### src/rtl/apb_master_bridge.sv
// apb_master_bridge
// Converts a valid/ready command stream into APB3 transfers (one outstanding
// transfer) and returns read data / slave error on a one-deep valid/ready
// response buffer.
// Optional build macro: APB_TIMEOUT_EN -- bounds the ACCESS-phase wait to
// TIMEOUT_CYCLES wait cycles and terminates the transfer with an error.
module apb_master_bridge #(
   parameter int DATA_WIDTH     = 32,
   parameter int ADDR_WIDTH     = 32,
   parameter int TIMEOUT_CYCLES = 16
) (
   input  logic                  PCLK,
   input  logic                  PRESETn,
   // command channel
   input  logic                  cmd_valid,
   output logic                  cmd_ready,
   input  logic                  cmd_write,
   input  logic [ADDR_WIDTH-1:0] cmd_addr,
   input  logic [DATA_WIDTH-1:0] cmd_wdata,
   // response channel
   output logic                  rsp_valid,
   input  logic                  rsp_ready,
   output logic [DATA_WIDTH-1:0] rsp_rdata,
   output logic                  rsp_slverr,
   // APB requester interface
   output logic                  PSELx,
   output logic                  PENABLE,
   output logic                  PWRITE,
   output logic [ADDR_WIDTH-1:0] PADDR,
   output logic [DATA_WIDTH-1:0] PWDATA,
   input  logic                  PREADY,
   input  logic [DATA_WIDTH-1:0] PRDATA,
   input  logic                  PSLVERR
);

   typedef enum logic [1:0] {
      IDLE   = 2'd0,
      SETUP  = 2'd1,
      ACCESS = 2'd2
   } state_t;

   state_t state, state_nxt;

   logic                  accept;
   logic                  xfer_done;
   logic                  timeout_hit;
   logic                  psel_nxt;
   logic                  penable_nxt;
   logic                  pwrite_nxt;
   logic [ADDR_WIDTH-1:0] paddr_nxt;
   logic [DATA_WIDTH-1:0] pwdata_nxt;
   logic                  rsp_valid_nxt;
   logic [DATA_WIDTH-1:0] rsp_rdata_nxt;
   logic                  rsp_slverr_nxt;

   // Reject an out-of-range wait limit at elaboration time.
   if (TIMEOUT_CYCLES < 1 || TIMEOUT_CYCLES > 65535) begin : g_bad_timeout
      $error("apb_master_bridge: TIMEOUT_CYCLES must be in 1..65535");
   end

   // A command is taken only in IDLE, out of reset, with room in the response buffer.
   assign cmd_ready = (state == IDLE) && PRESETn && (!rsp_valid || rsp_ready);
   assign accept    = cmd_valid && cmd_ready;

   // The slave completes only in a fully qualified ACCESS cycle.
   assign xfer_done = PSELx && PENABLE && PREADY;

`ifdef APB_TIMEOUT_EN
   localparam logic [15:0] TIMEOUT_LIMIT = 16'(TIMEOUT_CYCLES);

   logic [15:0] wait_cnt;

   // Wait counter: zero outside ACCESS, counts ACCESS cycles with PREADY low.
   always_ff @(posedge PCLK or negedge PRESETn) begin
      if (!PRESETn) begin
         wait_cnt <= '0;
      end else if (state != ACCESS) begin
         wait_cnt <= '0;
      end else if (!PREADY) begin
         wait_cnt <= wait_cnt + 16'd1;
      end
   end

   // A completing slave wins over the limit in the same cycle.
   assign timeout_hit = (state == ACCESS) && !PREADY && (wait_cnt == TIMEOUT_LIMIT);
`else
   assign timeout_hit = 1'b0;
`endif

   // State register.
   always_ff @(posedge PCLK or negedge PRESETn) begin
      // NOTE: sequential state uses non-blocking assignments so every register
      // samples pre-edge values regardless of block ordering.
      if (!PRESETn) begin
         state <= IDLE;
      end else begin
         state <= state_nxt;
      end
   end

   // Next-state and next-value logic for every registered output.
   always_comb begin
      // NOTE: every target gets a default before the case so no path leaves a
      // variable unassigned, which would infer a latch.
      state_nxt      = state;
      psel_nxt       = PSELx;
      penable_nxt    = PENABLE;
      pwrite_nxt     = PWRITE;
      paddr_nxt      = PADDR;
      pwdata_nxt     = PWDATA;
      rsp_valid_nxt  = rsp_valid && !rsp_ready;
      rsp_rdata_nxt  = rsp_rdata;
      rsp_slverr_nxt = rsp_slverr;

      unique case (state)
         IDLE: begin
            if (accept) begin
               state_nxt  = SETUP;
               psel_nxt   = 1'b1;
               pwrite_nxt = cmd_write;
               paddr_nxt  = cmd_addr;
               pwdata_nxt = cmd_wdata;
            end
         end
         SETUP: begin
            penable_nxt = 1'b1;
            state_nxt   = ACCESS;
         end
         ACCESS: begin
            if (xfer_done) begin
               state_nxt      = IDLE;
               psel_nxt       = 1'b0;
               penable_nxt    = 1'b0;
               rsp_valid_nxt  = 1'b1;
               rsp_rdata_nxt  = PWRITE ? '0 : PRDATA;
               rsp_slverr_nxt = PSLVERR;
            end else if (timeout_hit) begin
               state_nxt      = IDLE;
               psel_nxt       = 1'b0;
               penable_nxt    = 1'b0;
               rsp_valid_nxt  = 1'b1;
               rsp_rdata_nxt  = '0;
               rsp_slverr_nxt = 1'b1;
            end
         end
         default: begin
            state_nxt   = IDLE;
            psel_nxt    = 1'b0;
            penable_nxt = 1'b0;
         end
      endcase
   end

   // Registered APB and response outputs; reset aborts any transfer silently.
   always_ff @(posedge PCLK or negedge PRESETn) begin
      if (!PRESETn) begin
         PSELx      <= 1'b0;
         PENABLE    <= 1'b0;
         PWRITE     <= 1'b0;
         PADDR      <= '0;
         PWDATA     <= '0;
         rsp_valid  <= 1'b0;
         rsp_rdata  <= '0;
         rsp_slverr <= 1'b0;
      end else begin
         PSELx      <= psel_nxt;
         PENABLE    <= penable_nxt;
         PWRITE     <= pwrite_nxt;
         PADDR      <= paddr_nxt;
         PWDATA     <= pwdata_nxt;
         rsp_valid  <= rsp_valid_nxt;
         rsp_rdata  <= rsp_rdata_nxt;
         rsp_slverr <= rsp_slverr_nxt;
      end
   end

endmodule

### config.mk
export PLATFORM = sky130hd
export DESIGN_NAME = apb_master_bridge
export DESIGN_NICKNAME = d
export VERILOG_FILES = /design/src/rtl/apb_master_bridge.sv
export SDC_FILE = /design/constraint.sdc
export NUM_CORES = 1
export LEC_CHECK = 0
export CAP_MARGIN = 20
export CORE_ASPECT_RATIO = 1.4
export CORE_MARGIN = 1.5
export CORE_UTILIZATION = 40
export CTS_CLUSTER_DIAMETER = 200
export CTS_CLUSTER_SIZE = 28
export DETAILED_ROUTE_END_ITERATION = 12
export DONT_BUFFER_PORTS = 1
export GPL_TIMING_DRIVEN = 0
export PLACE_DENSITY = 0.51
export SLEW_MARGIN = 15
export SYNTH_ARGS = -nofsm -noshare
export SYNTH_HDL_FRONTEND = slang
export SYNTH_SLANG_ARGS = --single-unit
### constraint.sdc
create_clock -name PCLK -period 4 [get_ports PCLK]
set_input_delay 1 -clock PCLK [delete_from_list [all_inputs] [get_ports PCLK]]
set_output_delay 1 -clock PCLK [all_outputs]
set_load 0.01 [all_outputs]
==> flow_metrics.py <==
metrics = {
    "run_status": {
        "status": "complete, no violations",
    },
    "setup_path": {
        "r2r_end": "PWDATA[24]",
        "worst-path-stages": 2,
        "worst-r2r-setup-slack_ns": 2.30,
        "r2r-start": "state[0]",
        "crit_end": "cmd_ready",
        "crit_arrival_ns": 1.40,
        "critical_path.top_delay_family": "simple AND/OR/NAND/NOR gates",
        "critical_path_buf_inv_count": 0,
        "worstSetupStartpointType": "primary input",
        "critPathRequiredTime_ns": 3.00,
        "setup.worst_path.start": "rsp_ready",
        "path_class": "primary input to output port",
        "endpoint_kind": "output port",
        "path_cells": "nand2b_1 -> and3_1",
        "crit_slowest_cell": "and3_1",
        "ff2ff_path_depth": 7,
        "crit_fanout": 3,
        "max_stage_delay_ns": 0.24,
    },
    "clock_tree": {
        "clock_latency_ns": 0.34,
        "clock_sinks": 103,
        "post_cts_buffers": 0,
        "cts_hold_buf": 0,
        "path_clk_slew_ns": 0.07,
        "cts_resized": 0,
        "cts_tree": "built",
        "numCtsBuffers": 9,
        "clockRootBuffer": "clkbuf_16",
        "htreeDepth": 3,
        "clk_path_buf_depth": 2,
    },
    "cells_and_area": {
        "final_area_um2": 4710,
        "fin_cells": 415,
        "area_growth_syn_to_layout_pct": 10.9,
        "utilization": 0.455,
        "seq_area_um2": 2580,
        "nFillCells": 989,
        "multiInputGateArea_um2": 1520,
        "nets": 375,
        "final_layout_size_suffix_gt1_frac": 0.460,
    },
    "route": {
        "wl_per_cell_um": 19.5,
        "drt-pass1-iter-count": 3,
        "drt_iter0_drc": 69,
        "wirelength_mm": 8.09,
        "num_vias": 2105,
        "vias_per_cell": 5.07,
        "route.detailed.drc": 0,
        "antenna_left": 0,
    },
    "global_route": {
        "antenna_found_initial": 1,
        "grt_max_degree": 106,
        "grt_usage": 0.149,
        "grt_first_pass_wirelength_mm": 12.8,
        "grt_pass1_vias": 2325,
        "grt_overflow_total": 0,
    },
    "die": {
        "core-area_um2": 10300,
        "die_area_um2": 11300,
        "die_x_um": 90.1,
        "io_pins": 205,
        "num_rows": 44,
        "start_util": 0.410,
        "fp.dieH_um": 125,
    },
    "min_path": {
        "worstHoldPathType": "primary input to async pin",
    },
    "power_and_ir_drop": {
        "power.net_switching_mw": 1.28,
        "pwr-share-seq": 0.555,
        "p_sw_frac": 0.327,
        "power.leakage_nw": 2.07,
        "ir_drop_mv": 0.289,
        "p_per_area_nw_per_um2": 832,
        "pwr-share-clk": 0.219,
        "fin_total_pwr_mw": 3.92,
        "combinationalPowerShare": 0.227,
        "intPower_mw": 2.64,
    },
    "synth": {
        "synth_nets": 364,
        "synthTopCellsByArea": "dfrtp_1, mux2_2, mux2_4",
        "yosysUniqueCellTypes": 20,
        "netlist_instances": 261,
        "synth_edf_count": 0,
        "ys_ff_latch": 103,
        "ys_warn_count": 0,
        "synth.cells.most_frequent": "dfrtp_1, mux2_2, nor2b_1",
        "synth_flop_cell": "dfrtp_1",
        "netlist_area_um2": 4250,
        "yosysTopAreaCell": "dfrtp_1",
        "synth_seq_area_share": 0.607,
        "syn_avg_cell_area_um2": 16.3,
        "synth_most_common_cell": "dfrtp_1",
        "async_reset_ff_frac": 1.00,
        "yosysTopAreaCellShare": 0.607,
    },
    "sta": {
        "min_period_over_period": 0.601,
        "rsz0062_at_grt": "no",
        "period_needed_ns": 2.40,
        "hold_viol": 0,
        "final.setup.worst_slack_ns": 1.60,
        "tns_ns": 0,
        "fmax_ghz": 0.416,
        "final_max_slew_viol_count": 0,
        "tightestPinTransition_ns": 0.428,
        "whs_ns": 0.352,
        "slew-limit-headroom": 0.715,
        "setup_violations": 0,
        "finClkSkew_ns": 0.00509,
    },
    "run": {
        "maxCapViolations": 0,
    },
    "place": {
        "port_buffers": 0,
        "pre_cts_ws_ns": 1.59,
        "globalplace.congestion": 0.711,
        "place_area_um2": 4420,
        "dp_hpwl_mm": 5.77,
        "dpl.cell_count": 399,
    },
}
sequential cells by signal, summed over array words and instances (netlist names):
| register | cells |
|---|---|
| rsp_valid | 1 |
| state | 2 |
| rsp_rdata | 32 |
| PWDATA | 32 |
| PWRITE | 1 |
| PENABLE | 1 |
| PSELx | 1 |
| PADDR | 32 |
| rsp_slverr | 1 |
power groups by stage:
stage          Sequential, mW  Combinational, mW  Clock, mW
6_report                 2.17              0.889      0.856
5_1_grt                  2.24              0.975      0.937
4_1_cts                  2.19              0.907      0.888
3_5_place_dp             2.21              0.901          0
3_3_place_gp             2.21              0.877          0
2_1_floorplan            2.07              0.803          0
worst min-delay path by stage:
stage	slack [ns]	to	depth (start not counted)	start
finish	0.35	rsp_rdata[10]	0	PRESETn
global route	0.33	rsp_rdata[10]	0	PRESETn
CTS	0.34	PWDATA[7]	0	PRESETn
detailed placement	0.55	rsp_slverr	1	rsp_slverr
global placement	0.55	rsp_slverr	1	rsp_slverr
floorplan	0.53	rsp_slverr	1	rsp_slverr
routing by layer:
metal	up-vias	GRT usage	wire length, um	part of all wire
met5	-	0	0	0
met4	0	0.0924	232	0.029
met3	15	0.0611	787	0.097
met2	115	0.234	4000	0.49
met1	1061	0.169	3070	0.38
li1	914	-	-	-
placed cells by master (no fill, tap or decap), types with 2 or more instances in the layout:
cell and count:
clkinvlp_4 2, mux2_4 30, clkbuf_16 9, buf_6 3, buf_4 6, o22a_1 2, dfrtp_1 103, mux2_2 68
nor2b_1 32, clkbuf_1 4, buf_12 3
cell families after synthesis:
logic type             share of synthesized area
and+or+nand+nor                           0.0592
buffers and inverters                     0.0362
muxes                                      0.289
AOI/OAI and AO/OA                        0.00855
DFF                                        0.607
area by class of cell:
type | instances | area share
Sequential cell | 103 | 0.547
Multi-Input combinational cell | 142 | 0.322
Buffer | 15 | 0.0319
Antenna cell | 1 | 0.000531
Clock buffer | 10 | 0.0486
Tap cell | 138 | 0.0367
Inverter | 1 | 0.000797
Clock inverter | 5 | 0.0125
No activity file was read; power rests on OpenSTA's default activity.
